## src/rtl/led_scan_ctrl.sv

```systemverilog
// rtl/led_scan_ctrl.sv - four-digit multiplexed LED scan controller with frame-aligned data update
// Optional leading-zero blanking: define SCAN_LZB_EN.
module led_scan_ctrl #(
    parameter int SLOT_CYC = 1000,
    parameter int DEAD_CYC = 8
) (
    input  logic        clk,
    input  logic        reset,
    input  logic        load,
    input  logic [15:0] data_in,
    output logic [3:0]  char,
    output logic [3:0]  anode,
    output logic [1:0]  digit_idx,
    output logic        frame_done,
    output logic        pending
);

    localparam int CW = $clog2(SLOT_CYC);
    localparam logic [CW-1:0] CNT_LAST = CW'(SLOT_CYC - 1);
    localparam logic [CW-1:0] CNT_ON   = CW'(DEAD_CYC);

    typedef enum logic {
        ST_DEAD = 1'b0,
        ST_ON   = 1'b1
    } state_t;

    logic [CW-1:0] cnt_q, cnt_d;
    logic [1:0]    idx_q, idx_d;
    state_t        state_q, state_d;
    logic [15:0]   disp_q, disp_d;
    logic [15:0]   shadow_q, shadow_d;
    logic          pending_q, pending_d;
    logic          frame_done_q, frame_done_d;
    logic [3:0]    anode_q, anode_d;
    logic [3:0]    char_q, char_d;
    logic          wrap;
    logic          boundary;

    function automatic logic [3:0] digit_code(input logic [15:0] v, input logic [1:0] i);
        logic [3:0] nib;
        logic       blank;
        case (i)
            2'd0:    nib = v[3:0];
            2'd1:    nib = v[7:4];
            2'd2:    nib = v[11:8];
            default: nib = v[15:12];
        endcase
`ifdef SCAN_LZB_EN
        // A digit is blanked only if it and every digit above it are zero.
        blank = ((i == 2'd3) && (v[15:12] == 4'h0)) ||
                ((i == 2'd2) && (v[15:8]  == 8'h00)) ||
                ((i == 2'd1) && (v[15:4]  == 12'h000));
`else
        blank = 1'b0;
`endif
        return blank ? 4'b1111 : nib;
    endfunction

    // Registered outputs are computed from next-state so they line up with cnt/idx.
    always_comb begin
        wrap      = (cnt_q == CNT_LAST);
        boundary  = wrap && (idx_q == 2'd3);
        cnt_d     = wrap ? '0 : cnt_q + 1'b1;
        idx_d     = wrap ? idx_q + 2'd1 : idx_q;
        disp_d    = disp_q;
        shadow_d  = load ? data_in : shadow_q;
        pending_d = pending_q;
        if (boundary) begin
            if (load) begin
                disp_d = data_in;
            end else if (pending_q) begin
                disp_d = shadow_q;
            end
            pending_d = 1'b0;
        end else if (load) begin
            pending_d = 1'b1;
        end
        state_d      = (cnt_d < CNT_ON) ? ST_DEAD : ST_ON;
        anode_d      = (state_d == ST_ON) ? ~(4'b0001 << idx_d) : 4'b1111;
        char_d       = digit_code(disp_d, idx_d);
        frame_done_d = (idx_d == 2'd3) && (cnt_d == CNT_LAST);
    end

    always_ff @(posedge clk) begin
        if (!reset) begin
            cnt_q        <= '0;
            idx_q        <= 2'd0;
            state_q      <= ST_DEAD;
            disp_q       <= 16'hBBBB;
            shadow_q     <= 16'h0000;
            pending_q    <= 1'b0;
            frame_done_q <= 1'b0;
            anode_q      <= 4'b1111;
            char_q       <= 4'b1011;
        end else begin
            cnt_q        <= cnt_d;
            idx_q        <= idx_d;
            state_q      <= state_d;
            disp_q       <= disp_d;
            shadow_q     <= shadow_d;
            pending_q    <= pending_d;
            frame_done_q <= frame_done_d;
            anode_q      <= (state_d == ST_ON) ? anode_d : 4'b1111;
            char_q       <= char_d;
        end
    end

    assign char       = char_q;
    assign anode      = (state_q == ST_ON) ? anode_q : 4'b1111;
    assign digit_idx  = idx_q;
    assign frame_done = frame_done_q;
    assign pending    = pending_q;

endmodule

```

## config.mk

```make
export PLATFORM = sky130hd
export DESIGN_NAME = led_scan_ctrl
export DESIGN_NICKNAME = d
export VERILOG_FILES = /design/src/rtl/led_scan_ctrl.sv
export SDC_FILE = /design/constraint.sdc
export NUM_CORES = 1
export LEC_CHECK = 0
export CAP_MARGIN = 20
export CORE_ASPECT_RATIO = 1.4
export CORE_UTILIZATION = 35
export DETAILED_ROUTE_END_ITERATION = 8
export HOLD_SLACK_MARGIN = 0.1
export SYNTH_ARGS = -nofsm -noshare
export SYNTH_HDL_FRONTEND = slang
export SYNTH_SLANG_ARGS = --single-unit
```

## constraint.sdc

```tcl
create_clock -name clk -period 3.6 [get_ports clk]
set_input_delay 1.08 -clock clk [delete_from_list [all_inputs] [get_ports clk]]
set_output_delay 1.08 -clock clk [all_outputs]
set_load 0.03 [all_outputs]
```

# Word level (Yosys, flattened, before mapping)
# Cells that the tools add are included.
# W data, S select, Z words.
# totals
input_bits	19
out_inout_bits	12
regBits	55
# op_classes
eq_ne	6
n_mux	8
reduce_logical	5
addsub	2
shift	1
order_cmp	1
bitwise_logic	2
# op_table
operator	n
$mux W16	3
$eq A10 B10 Y1 const B	2
$pmux W4 S3	1
$add A10 B1 Y10 const B	1
$lt A10 B4 Y1 const B	1
$mux W10	1
$eq A2 B2 Y1 const B	3
$mux W4	1
$not A4 Y4	1
$reduce_or A2 Y1	2
$shl A1 B2 Y4 const A	1
$add A2 B1 Y2 const B	1
$eq A2 B1 Y1 const B	1
$logic_and A1 B1 Y1	2
$logic_not A2 Y1	1
$mux W2	1
$mux W1	1
$not A1 Y1	1

# Depth between registers and ports, before layout
# Gate-level depths: netlist of the first run.
# depth
ltp_word	4
depth_mapped	8
ltp_nobuf	6

# Worst setup path after synthesis of the first run
# Ideal clock, no wire load.
# synth_path
path_type	input -> register
start	input port load
end	register char_q[1] (netlist: char[1])
path_slack_ps	1019
arrival_time_ps	2449
n_path_buf	2
cell_stages	6
setup_ps	133
cell_sequence	buf_1 > buf_1 > mux2i_1 > nor2_1 > a21oi_1 > o2111ai_1
# synth_via
elab_chain_cells	3
# synth_rtl
item	line	text
start: declaration	9	input logic load,
$mux W16	69	if (load) begin
$mux W16	68	if (boundary) begin
$pmux W4 S3	42	case (i)
end signal: assignment	104	char_q <= char_d;
end: declaration	35	logic [3:0] char_q, char_d;
# No other way between the ends.
# A chain may end at the register's enable or synchronous reset.

# Final worst setup path of the first run
# layout_path
start	register cnt_q[0]
end	register char_q[2] (netlist: char[2])
# layout_via
elab_chain_cells	4
word_cells_on_any_way	8
cone_classes	eq/ne (3); mux (3); reduce/logical (2)
# layout_rtl
item	line	text
start: declaration	27	logic [CW-1:0] cnt_q, cnt_d;
start signal: assignment	96	cnt_q <= cnt_d;
$eq A10 B10 Y1 (*)	61	wrap = (cnt_q == CNT_LAST);
$mux W2 / $logic_and A1 B1 Y1 (equally long branches)	64, 62	
$eq A2 B2 Y1 (tied with other cells)	42	
$pmux W4 S3 (*)	42	
# Every way passes the cells marked *; elsewhere a longest branch is shown, timed or not.

==> flow_summary.json, run 1 <==
{
  "ys_seq_area_share_pct": 44.0,
  "synth_top_area_share_pct": 44.0,
  "path_buf_inv": 0,
  "io_pins": 31,
  "crit_start": "cnt_q[0]",
  "critPathLaunchType": "register",
  "p_seq_share_pct": 55.6,
  "maxCapViolations": 0,
  "initial_core_util_pct": 36.1,
  "dieArea_mm2": 0.00749,
  "wl_per_cell_um": 14.7,
  "crit_path_end_kind": "register",
  "yosys.area.top_type": "dfxtp_1",
  "wirelength_um": 5870,
  "comb_power_share_pct": 7.3,
  "ys_warn_count": 0,
  "post-route-min-period_ns": 2.78,
  "wl_met3_um": 162,
  "layout-drive-gt1-share_pct": 7.24,
  "top_layer": "met4",
  "hold_violations": 0,
  "pre_cts_slack_ns": 0.609,
  "synth_edf_count": 0,
  "holdBufCountCts": 0,
  "clkPwrFrac_pct": 37.1,
  "slowest_stage": "or4_4",
  "maxSlewViolCount": 0,
  "dr_total_vias": 2063,
  "antenna_found_initial": 0,
  "first_iter_violations": 77,
  "io_buffers": 30,
  "drtAntennaViolNets": 0,
  "cts_buffers": 5,
  "async_flop_share_pct": 0,
  "rsz0062_at_grt": "no",
  "cp_max_fo": 12,
  "dr_wl_met2_um": 3030,
  "leakage_nw": 1.19,
  "clk_pin_slew_ns": 0.10,
  "syn_inst": 277,
  "dp_cells": 391,
  "peakVddDrop_mv": 0.147,
  "fin_tns_setup_ns": 0,
  "reg2reg_from": "cnt_q[0]",
  "clock_latency_ns": 0.31,
  "grtUsageTotal_pct": 16.3,
  "area.growth.synth_to_final_pct": 19.0,
  "drcViolationCount": 0,
  "die_w_um": 73.4,
  "slew_headroom_pct": 57.3,
  "internal-power_mw": 0.874,
  "hold_path.class": "register to register",
  "vias_per_cell": 5.17,
  "max_freq_mhz": 360,
  "cts_tree": "built",
  "post_cts_buffers": 0,
  "worst-setup-path-type": "register to register",
  "core_region_area_mm2": 0.00694,
  "rows": 36,
  "grt_pass1_wl_um": 9290,
  "syn_area_per_cell_um2": 9.03,
  "tightestPinTransition_ns": 0.639,
  "worstPathRequired_ns": 3.78,
  "clk_path_buf_depth": 2,
  "antenna_cells": 0,
  "period_share_pct": 77.1,
  "cts_resized": 0,
  "wl_met1_um": 2580,
  "synthTopCellsByArea": "dfxtp_1 (44%), mux2i_1 (7.6%), nor2_1 (5.7%)",
  "path_cells": "ha_1, nand4_1, or4_4, mux2_2, a21oi_1, a2111oi_1",
  "drt_first_pass_iters": 4,
  "chipHeight_um": 102,
  "fin_nets": 325,
  "finClkSkew_ns": 0.0123,
  "grt_pass1_vias": 1963,
  "grt.overflow.total": 0,
  "netSwitchingPower_mw": 0.259,
  "cts_max_level": 2,
  "root_buffer": "clkbuf_8",
  "syn_nets": 299,
  "critical-path-max-stage-delay_ns": 0.80,
  "syn-cell-area_mm2": 0.00250,
  "grt_start_max_net_pins": 21,
  "setup_slack_ns": 0.824,
  "p_per_area_mw_per_mm2": 381,
  "finalPower_mw": 1.13,
  "gp_congestion": 0.829,
  "crit_arrival_ns": 2.96,
  "status": "completed",
  "ys_ff_latch": 55,
  "setup_viol": 0,
  "instances_no_fill": 399,
  "dp_hpwl_um": 4260,
  "hold_slack_ns": 0.472,
  "ys.flop_type": "dfxtp_1",
  "cts_sinks": 55,
  "yosysUniqueCellTypes": 51,
  "swShare_pct": 22.8,
  "hold_start": "disp_q[11]",
  "cpLargestDelayFamily": "simple AND/OR/NAND/NOR gates"
}
==> worst paths after layout <==
| kind | endpoint | slack, ns | cells past startpoint |
|---|---|---|---|
| min reg2reg | disp_q[11] | 0.47 | 2 |
| max | char[2] | 0.82 | 6 |
| min | disp_q[11] | 0.47 | 2 |
| max reg2reg | char[2] | 0.82 | 6 |
==> power by group through the flow <==
stage	clock, mW	combinational [mW]	sequential, mW
finish	0.420	0.0831	0.630
global route	0.452	0.0914	0.632
CTS	0.429	0.0840	0.630
detailed placement	0	0.0838	0.644
global placement	0	0.0837	0.644
floorplan	0	0.0445	0.643
==> sequential cells by signal (all words and copies together), names as in the netlist <==
register and count:
pending 1, anode_q 4, state_q 1, shadow_q 16
cnt_q 10, frame_done 1, digit_idx 2, char 4
disp_q 16
==> final cells by class <==
class                      count  area [um^2]
sequential                    55         1100
inverter                       7         26.3
timing repair buffer          34          330
clock inverter                 2         38.8
fill                         723         3960
tap                           95          119
multi-input combinational    200         1290
clock buffer                   6         72.6
==> tightest hold or removal path, cell delays in order (launching register included) <==
cell and delay, ns:
dfxtp_1 0.32, a21oi_1 0.07, nand2_1 0.06
==> metal layers <==
metal / GRT usage [%] / vias up
met3: 2.76 / 6
met2: 29.7 / 36
li1: - / 1041
met5: 0 / -
met4: 4.88 / 0
met1: 19.1 / 980
==> through the flow <==
stage / util (%) / cell area (um^2)
2_1_floorplan: - / 2500
3_3_place_gp: 41.3 / 2860
5_1_grt: 42.9 / 2980
3_5_place_dp: 41.3 / 2860
4_1_cts: 42.9 / 2980
6_report: 42.9 / 2980
==> Yosys cell counts (all sizes together) (2+ instances only) <==
library cell  number
xnor2              4
nor2b              4
clkbuf             5
and2               4
xor2               2
nor3               7
nand2b             8
a211o              2
o22a               4
ha                 3
mux2i             19
dfxtp             55
nor4               5
inv                7
mux2               3
a21oi             13
o21a               4
nor2              38
and4               2
nand3              5
or2                2
nor3b              2
o2111ai            3
a22oi              2
nand2             17
o211ai             2
o22ai              8
nand4              6
or4                2
and3               5
or3                2
o21ai             11
a311oi             2
buf               10
==> kinds of logic after synthesis <==
| logic type | count (synthesis) | share of synthesized area (%) |
|---|---|---|
| buf+inv | 22 | 4.50 |
| xor+xnor | 6 | 2.10 |
| fa+ha+maj | 3 | 1.50 |
| mux | 22 | 8.95 |
| simple gates | 111 | 23.1 |
| compound gates | 58 | 15.9 |
| flops | 55 | 44.0 |
==> cell usage in the layout (no fill, tap or decap), types with 5 or more instances in the layout <==
cell and instances:
dfxtp_1 55, nand4_1 6, nor2_1 38, clkbuf_8 5, nand2b_1 8, nand2_1 17
nand3_1 5, inv_1 6, a21oi_1 13, clkdlybuf4s50_1 30, o21ai_0 11, nor4_1 5
nor3_1 5, mux2i_1 19, o22ai_1 8, and3_1 5
Note: power is estimated with default switching activity, not from simulation.
==> run 2: changes to the inputs <==
==> constraint.sdc (replaced) <==
create_clock -name clk -period 2.7 [get_ports clk]
set_input_delay 0.81 -clock clk [delete_from_list [all_inputs] [get_ports clk]]
set_output_delay 0.81 -clock clk [all_outputs]
set_load 0.03 [all_outputs]
==> run 2 against run 1 <==
  * Final cell count rose by 2.3%
  * Sequential cell count did not move
  * Clock power rose by 10%
  * Clock-buffer cell count fell by 1
  * Non-clock buffer count rose by 9
  * Critical path type unchanged
  * Wire length rose by 0.12%
  * Worst setup slack got worse by 0.56 ns
  * Hold slack improved by 0.0078 ns
  * Sequential power rose by 33%
  * Register-to-register slack got worse by 0.56 ns
  * Via count rose by 0.78%
==> flow_summary.json, run 2 (synthesis gave the netlist of run 1 again) <==
{
  "status": "completed",
  "maxSlewViolCount": 0,
  "grt.overflow.total": 0,
  "hold_start": "disp_q[8]",
  "io_pins": 31,
  "post_cts_buffers": 0,
  "setup_viol": 0,
  "dieArea_mm2": 0.00749,
  "antenna_found_initial": 0,
  "rsz0062_at_grt": "no",
  "most-common-layout-cells": "dfxtp_1 (55), nor2_1 (38), clkdlybuf4s50_1 (30)",
  "slew_headroom_pct": 61.6,
  "final_common_cell": "dfxtp_1",
  "path_cells": "or3b_1, or4_4, buf_4, mux2i_1, o21a_1, o2111ai_1",
  "first_iter_violations": 83,
  "wl_per_cell_um": 14.4,
  "tightestPinTransition_ns": 0.570,
  "cts_max_level": 2,
  "antenna_cells": 0,
  "rrSetupSlack_ns": 0.26,
  "core_region_area_mm2": 0.00694,
  "crit_arrival_ns": 2.61,
  "finalPower_mw": 1.42,
  "p_per_area_mw_per_mm2": 468,
  "busiest_layer": "met2",
  "holdBufCountCts": 0,
  "wirelength_um": 5870,
  "reg_top3": "disp_q x16, shadow_q x16, cnt_q x10",
  "grt_util_met1_pct": 19.2,
  "p_seq_share_pct": 59.3,
  "area.growth.synth_to_final_pct": 20.9,
  "clk_path_buf_depth": 2,
  "hold_violations": 0,
  "postLayoutCoreUtil_pct": 43.6,
  "dp_hpwl_um": 4430,
  "cts_buffers": 5,
  "worst-setup-path-type": "register to register",
  "comb_power_share_pct": 7.9,
  "layout-drive-gt1-share_pct": 10.2,
  "clkPwrFrac_pct": 32.7,
  "grt_pass1_wl_um": 9300,
  "slowest_stage": "or4_4",
  "grt_pass1_vias": 1944,
  "root_buffer": "clkbuf_8",
  "clk_pin_slew_ns": 0.11,
  "clock_latency_ns": 0.31,
  "io_buffers": 30,
  "swShare_pct": 24.2,
  "critPathLaunchType": "register",
  "rows": 36,
  "cpLargestDelayFamily": "simple AND/OR/NAND/NOR gates",
  "grtUsageTotal_pct": 16.5,
  "dr_total_vias": 2079,
  "post-route-min-period_ns": 2.44,
  "hold_path.class": "register to register",
  "max_freq_mhz": 410,
  "fin_nets": 334,
  "die_w_um": 73.4,
  "drcViolationCount": 0,
  "grt_start_max_net_pins": 21,
  "leakage_nw": 1.22,
  "grtUsageMet2_pct": 29.6,
  "reg2reg_from": "cnt_q[4]",
  "pre_cts_slack_ns": 0.0393,
  "crit_path_end_kind": "register",
  "internal-power_mw": 1.07,
  "r2r-end": "char[1]",
  "vias_per_cell": 5.10,
  "netSwitchingPower_mw": 0.343,
  "gp_congestion": 0.817,
  "use_met3_pct": 2.37,
  "hold_path_depth": 2,
  "drtAntennaViolNets": 0,
  "hold_end": "disp_q[8]",
  "period_share_pct": 90.4,
  "peakVddDrop_mv": 0.216,
  "setup_slack_ns": 0.260,
  "cts_resized": 0,
  "drt_first_pass_iters": 4,
  "initial_core_util_pct": 36.1,
  "cp_max_fo": 9,
  "path_buf_inv": 1,
  "critical-path-max-stage-delay_ns": 0.64,
  "maxCapViolations": 0,
  "r2r_cells": 6,
  "cts_sinks": 55,
  "chipHeight_um": 102,
  "finClkSkew_ns": 0.0122,
  "cts_tree": "built",
  "worstPathRequired_ns": 2.87,
  "fin_tns_setup_ns": 0
}
## run 2: cell count changes in the layout (fill, tap and decap cells not counted)
cell	change
buf_4	+9
bufinv_16	-1
clkbuf_1	-1
clkinv_2	+1
clkinv_4	+1
## run 2: area by class of cell
class | instances | area [um^2]
Clock buffer | 5 | 68.8
Tap cell | 95 | 119
Clock inverter | 3 | 22.5
Inverter | 7 | 26.3
Fill cell | 738 | 3910
Timing Repair Buffer | 43 | 398
Multi-Input combinational cell | 200 | 1290
Sequential cell | 55 | 1100
## run 2: how the worst max path moves through the flow
stage	startpoint	endpoint	cells past startpoint
after floorplan	load	char[1]	6
after global placement	load	char[1]	7
after detailed placement	load	char[1]	7
after CTS	cnt_q[4]	char[1]	6
after global routing	cnt_q[4]	char[1]	6
final	cnt_q[4]	char[1]	6
## run 2: power groups by stage
stage               clock, mW  combinational, mW  sequential (mW)
floorplan                   0             0.0594            0.858
global placement            0              0.114            0.859
detailed placement          0              0.114            0.859
CTS                     0.486              0.114            0.841
global route            0.520              0.124            0.843
finish                  0.464              0.112            0.840
## run 2: routing by layer
metal / routed length [um] / vias to the layer above
li1: - / 1055
met5: 0 / -
met1: 2550 / 983
met3: 158 / 6
met2: 3060 / 35
met4: 111 / 0
## run 2: metrics by stage
step | instances | instance area [um^2] | hold slack (ns)
final | 408 | 3020 | 0.480
after global routing | 408 | 3020 | 0.516
after global placement | 400 | 2930 | 0.443
after floorplan | 277 | 2500 | 0.427
after CTS | 408 | 3020 | 0.480
after detailed placement | 400 | 2930 | 0.453
## run 2: worst min-delay path, cell delays in order, from the launching register on
cell and delay, ns:
dfxtp_1 0.32, a21oi_1 0.07, nand2_1 0.06
==> run 3: changes to the inputs <==
--- a/config.mk
+++ b/config.mk
@@ -9,6 +9,7 @@
 export CORE_ASPECT_RATIO = 1.4
 export CORE_UTILIZATION = 35
 export DETAILED_ROUTE_END_ITERATION = 8
+export GPL_TIMING_DRIVEN = 0
 export HOLD_SLACK_MARGIN = 0.1
 export SYNTH_ARGS = -nofsm -noshare
 export SYNTH_HDL_FRONTEND = slang
==> run 3 against run 2 <==
  * Wire length rose by 1.2%
  * Global-route usage rose by 0.82 points
  * Die area did not move
  * Clock-buffer cell count did not move
  * Total power rose by 7.6%
  * Register-to-register slack got worse by 0.08 ns
  * Largest cell class unchanged
==> flow_summary.json, run 3 (synthesis gave the netlist of run 1 again) <==
{
  "status": "completed",
  "comb_power_share_pct": 7.2,
  "io_buffers": 30,
  "leakage_nw": 1.24,
  "finalPower_mw": 1.52,
  "chipHeight_um": 102,
  "hold_start": "disp_q[9]",
  "cp_max_fo": 3,
  "rsz0062_at_grt": "no",
  "grt_pass1_vias": 2077,
  "maxSlewViolCount": 0,
  "crit_path_end_kind": "register",
  "clock_latency_ns": 0.32,
  "initial_core_util_pct": 36.1,
  "dp_hpwl_um": 4350,
  "period_share_pct": 95.9,
  "clk_path_buf_depth": 2,
  "p_per_area_mw_per_mm2": 495,
  "grt_pass1_wl_um": 9780,
  "antenna_cells": 0,
  "wl_per_cell_um": 14.4,
  "wirelength_um": 5940,
  "p_seq_share_pct": 55.1,
  "swShare_pct": 23.5,
  "hold_path.class": "register to register",
  "reg_top3": "disp_q x16, shadow_q x16, cnt_q x10",
  "grt_start_max_net_pins": 19,
  "finClkSkew_ns": 0.0133,
  "worst-setup-path-type": "primary input to register",
  "crit_start": "load",
  "first_iter_violations": 179,
  "fin_nets": 339,
  "peakVddDrop_mv": 0.308,
  "netSwitchingPower_mw": 0.358,
  "reg2reg_from": "cnt_q[0]",
  "hold_violations": 0,
  "grtUsageTotal_pct": 17.3,
  "cts_sinks": 55,
  "cts_tree": "built",
  "grt.overflow.total": 0,
  "slew_headroom_pct": 59.8,
  "hold_slack_ns": 0.480,
  "critPathLaunchType": "primary input",
  "clkPwrFrac_pct": 37.6,
  "rows": 36,
  "io_pins": 31,
  "drtAntennaViolNets": 0,
  "die_w_um": 73.4,
  "dr_total_vias": 2158,
  "clk_pin_slew_ns": 0.11,
  "gp_congestion": 0.830,
  "area.growth.synth_to_final_pct": 23.0,
  "antenna_found_initial": 0,
  "layout-drive-gt1-share_pct": 10.7,
  "maxCapViolations": 0,
  "internal-power_mw": 1.17,
  "cts_buffers": 5,
  "core_region_area_mm2": 0.00694,
  "worstPathRequired_ns": 2.86,
  "root_buffer": "clkbuf_8",
  "drt_first_pass_iters": 4,
  "dieArea_mm2": 0.00749,
  "fill_cells": 739,
  "vias_per_cell": 5.23,
  "final_common_cell": "dfxtp_1",
  "max_freq_mhz": 386,
  "post-route-min-period_ns": 2.59,
  "most-common-layout-cells": "dfxtp_1 (55), nor2_1 (38), clkdlybuf4s50_1 (30)",
  "crit_arrival_ns": 2.74,
  "setup_viol": 0,
  "drcViolationCount": 0,
  "cts_max_level": 2,
  "tightestPinTransition_ns": 0.603,
  "rrSetupSlack_ns": 0.18,
  "holdBufCountCts": 0
}
==> run 3: changes by cell type in the layout (fill, tap and decap cells not counted), sizes merged <==
cell    before  now
bufinv       0    1
clkinv       2    1
clkbuf       5   10
==> run 3: metal layers <==
metal  vias up  GRT usage (%)  routed length (um)
met5         -              0                   0
met4         0           8.58                 197
met2        52           29.2                2970
met3        14           3.06                 211
li1       1063              -                   -
met1      1029           20.9                2570
==> run 3: path summary, 6_finish.rpt <==
path                to  cells after the start
max reg2reg    char[2]                      7
min reg2reg  disp_q[9]                      2
max            char[2]                      6
min          disp_q[9]                      2
==> run 3: stage by stage <==
stage	utilization, %	instance area [um^2]	setup slack (ns)	setup TNS [ns]	instances
after global placement	42.1	2920	-0.649	-7.39	402
after CTS	44.3	3070	0.108	0	413
after global routing	44.4	3080	0.0503	0	413
after detailed placement	42.1	2920	-0.625	-7.54	402
final	44.4	3080	0.112	0	413
after floorplan	-	2500	0.389	0	277
==> run 3: worst max-delay path, cell delays in order <==
cell and delay [ns]:
clkdlybuf4s50_1 0.57, nor2_1 0.10, or4_4 0.46, mux2_2 0.26
a21oi_1 0.04, a2111oi_1 0.50
==> run 3: cell type report <==
| class | count | area (um^2) | area share, % |
|---|---|---|---|
| multi-input cells | 200 | 1300 | 42.3 |
| flip-flops and latches | 55 | 1100 | 35.8 |
| inverters | 7 | 26.3 | 0.854 |
| repair buffers | 33 | 323 | 10.5 |
| clock buffers | 5 | 68.8 | 2.24 |
| well taps | 95 | 119 | 3.86 |
| plain buffers | 15 | 88.8 | 2.89 |
| clock inverters | 3 | 47.5 | 1.55 |
==> run 3: power groups by stage <==
stage                     sequential, mW  combinational, mW  clock [mW]
after floorplan                    0.858             0.0594           0
after global placement             0.858              0.111           0
after detailed placement           0.859              0.112           0
after CTS                          0.840              0.112       0.588
after global routing               0.842              0.123       0.622
final                              0.840              0.110       0.573
==> run 3: repair_timing <==
| item | CTS | global route |
|---|---|---|
| buffers inserted | 3 | 0 |
| pin swaps | 1 | 0 |
| setup endpoints to repair | 7 | 1 |
| resized for setup | 4 | 1 |
==> RTL edit (settings of run 2) <==
The option `SCAN_LZB_EN` is turned on by a define.
--- a/src/rtl/led_scan_ctrl.sv
+++ b/src/rtl/led_scan_ctrl.sv
@@ -2,2 +2,4 @@
 // Optional leading-zero blanking: define SCAN_LZB_EN.
+`define SCAN_LZB_EN
+
 module led_scan_ctrl #(
Function: same outputs for any inputs over 10 cycles, from zero or initial values and one cycle with reset low; that may be too few to reach the edited logic, so the function may still have changed.
==> RTL edit against run 2 <==
Critical path depth down 5. Highest routed layer unchanged. Cell area grew 5.9%. Largest cell class unchanged. Sequential cell count unchanged. Core utilization decreased by 0.080 points. Wire length decreased by 2.7%. Sequential share of layout area decreased by 2.0 points. Largest power group unchanged. Worst setup slack got worse by 0.0029 ns. Area after synthesis increased by 7.1%. Total power is 5.6% higher.
==> RTL edit: results <==
export IMPL_run_status="complete, no violations"
export IMPL_synth_nets=316
export IMPL_vdd_drop_max_uv=220.4
export IMPL_placed_cells_incl_taps=418
export IMPL_cp_data_arrival_time_ns=1.63
export IMPL_grt_max_degree=26
export IMPL_synthTopCellsByArea="sky130_fd_sc_hd__dfxtp_1 (41%), sky130_fd_sc_hd__mux2i_1 (7.5%), sky130_fd_sc_hd__nor2_1 (5.2%), sky130_fd_sc_hd__nand2_1 (4.2%), sky130_fd_sc_hd__o21ai_0 (3.2%)"
export IMPL_share_seq_of_total_power_pct=56.3
export IMPL_worst_path_max_delay_cell="sky130_fd_sc_hd__clkdlybuf4s50_1"
export IMPL_final_layout_size_suffix_gt1_share_pct=11.89
export IMPL_ff2ff_path_depth=7
export IMPL_drt_iter0_markers=132
export IMPL_crit_family="buffers and inverters"
export IMPL_synth_compound_gate_area_share_pct=13.59
export IMPL_first_global_vias=2029
export IMPL_clk_power_mw=0.531
export IMPL_fillers=729
export IMPL_worst_clock_skew_ns=0.01052
export IMPL_aggregate_routed_wire_length_mm=5.712
export IMPL_worst_slew_pin_slew_ns=0.4718
export IMPL_post_synth_cell_area_avg_um2=9.112
export IMPL_p_int_mw=1.164
export IMPL_place_detailed_hpwl_mm=4.306
export IMPL_share_of_the_synthesized_netlist_area_taken_by_xor_and_xnor_gates_pct=3.270
export IMPL_first_pass_grt_wire_length_mm=9.508
export IMPL_synth_common_cells="sky130_fd_sc_hd__dfxtp_1 (55), sky130_fd_sc_hd__nor2_1 (37), sky130_fd_sc_hd__nand2_1 (30), sky130_fd_sc_hd__mux2i_1 (20), sky130_fd_sc_hd__o21ai_0 (17)"
export IMPL_vias_per_cell=5.052
export IMPL_fin_nets=350
export IMPL_final_instance_count_excl_fill=425
export IMPL_synth_distinct_cells=60
export IMPL_synth_adder_area_share_pct=1.401
export IMPL_gp_routability_congestion=0.7732
export IMPL_critPathMaxFanout=11
export IMPL_dpl_cell_area_um2=3089
export IMPL_crit_path_max_incr_delay_ns=0.75
export IMPL_power_density_nw_per_um2=467.2
export IMPL_global_route_overflow_total=0
## RTL edit: layout make-up
type / instances / area [um2] / area share (%)
well taps: 97 / 121.4 / 3.791
repair buffers: 44 / 424.2 / 13.25
multi-input cells: 217 / 1430 / 44.67
inverters: 5 / 18.77 / 0.5862
clock buffers: 5 / 68.82 / 2.149
clock inverters: 2 / 37.54 / 1.172
flip-flops and latches: 55 / 1101 / 34.39
## RTL edit: layer usage
layer / routed length, um / vias up / global-route usage [%]
li1: - / 1101 / -
met1: 2499 / 1018 / 16.69
met2: 3021 / 19 / 28.25
met3: 117 / 9 / 1.732
met4: 74 / 0 / 5.357
met5: 0 / - / 0
## RTL edit: worst register-to-register path: cells and delay by family, from the launching register on
family | cells | cell delay, ns
simple gates | 4 | 1.01
fa+ha+maj | 1 | 0.31
flops | 1 | 0.39
compound gates | 2 | 0.52
## RTL edit: worst paths after layout
| check | start | endpoint | slack (ns) |
|---|---|---|---|
| max | digit_idx[0] | digit_idx[0] | 0.26 |
| min | shadow_q[10] | shadow_q[10] | 0.48 |
| max reg2reg | cnt_q[0] | state_q | 0.37 |
| min reg2reg | shadow_q[10] | shadow_q[10] | 0.48 |
## RTL edit: what timing repair did
| item | CTS | global route |
|---|---|---|
| setup endpoints to repair | 0 | 2 |
| hold buffers | 0 | 0 |
| gates resized for setup | 0 | 2 |
## RTL edit: kinds of logic (layout without fill, tap and decap cells)
logic type | Yosys count | after routing
AND/OR/NAND/NOR | 124 | 124
XOR/XNOR | 10 | 10
AO/OA/AOI/OAI | 55 | 55
multiplexers | 25 | 25
flip-flops | 55 | 55
adder cells (fa/ha/maj) | 3 | 3
buffers and inverters | 22 | 56
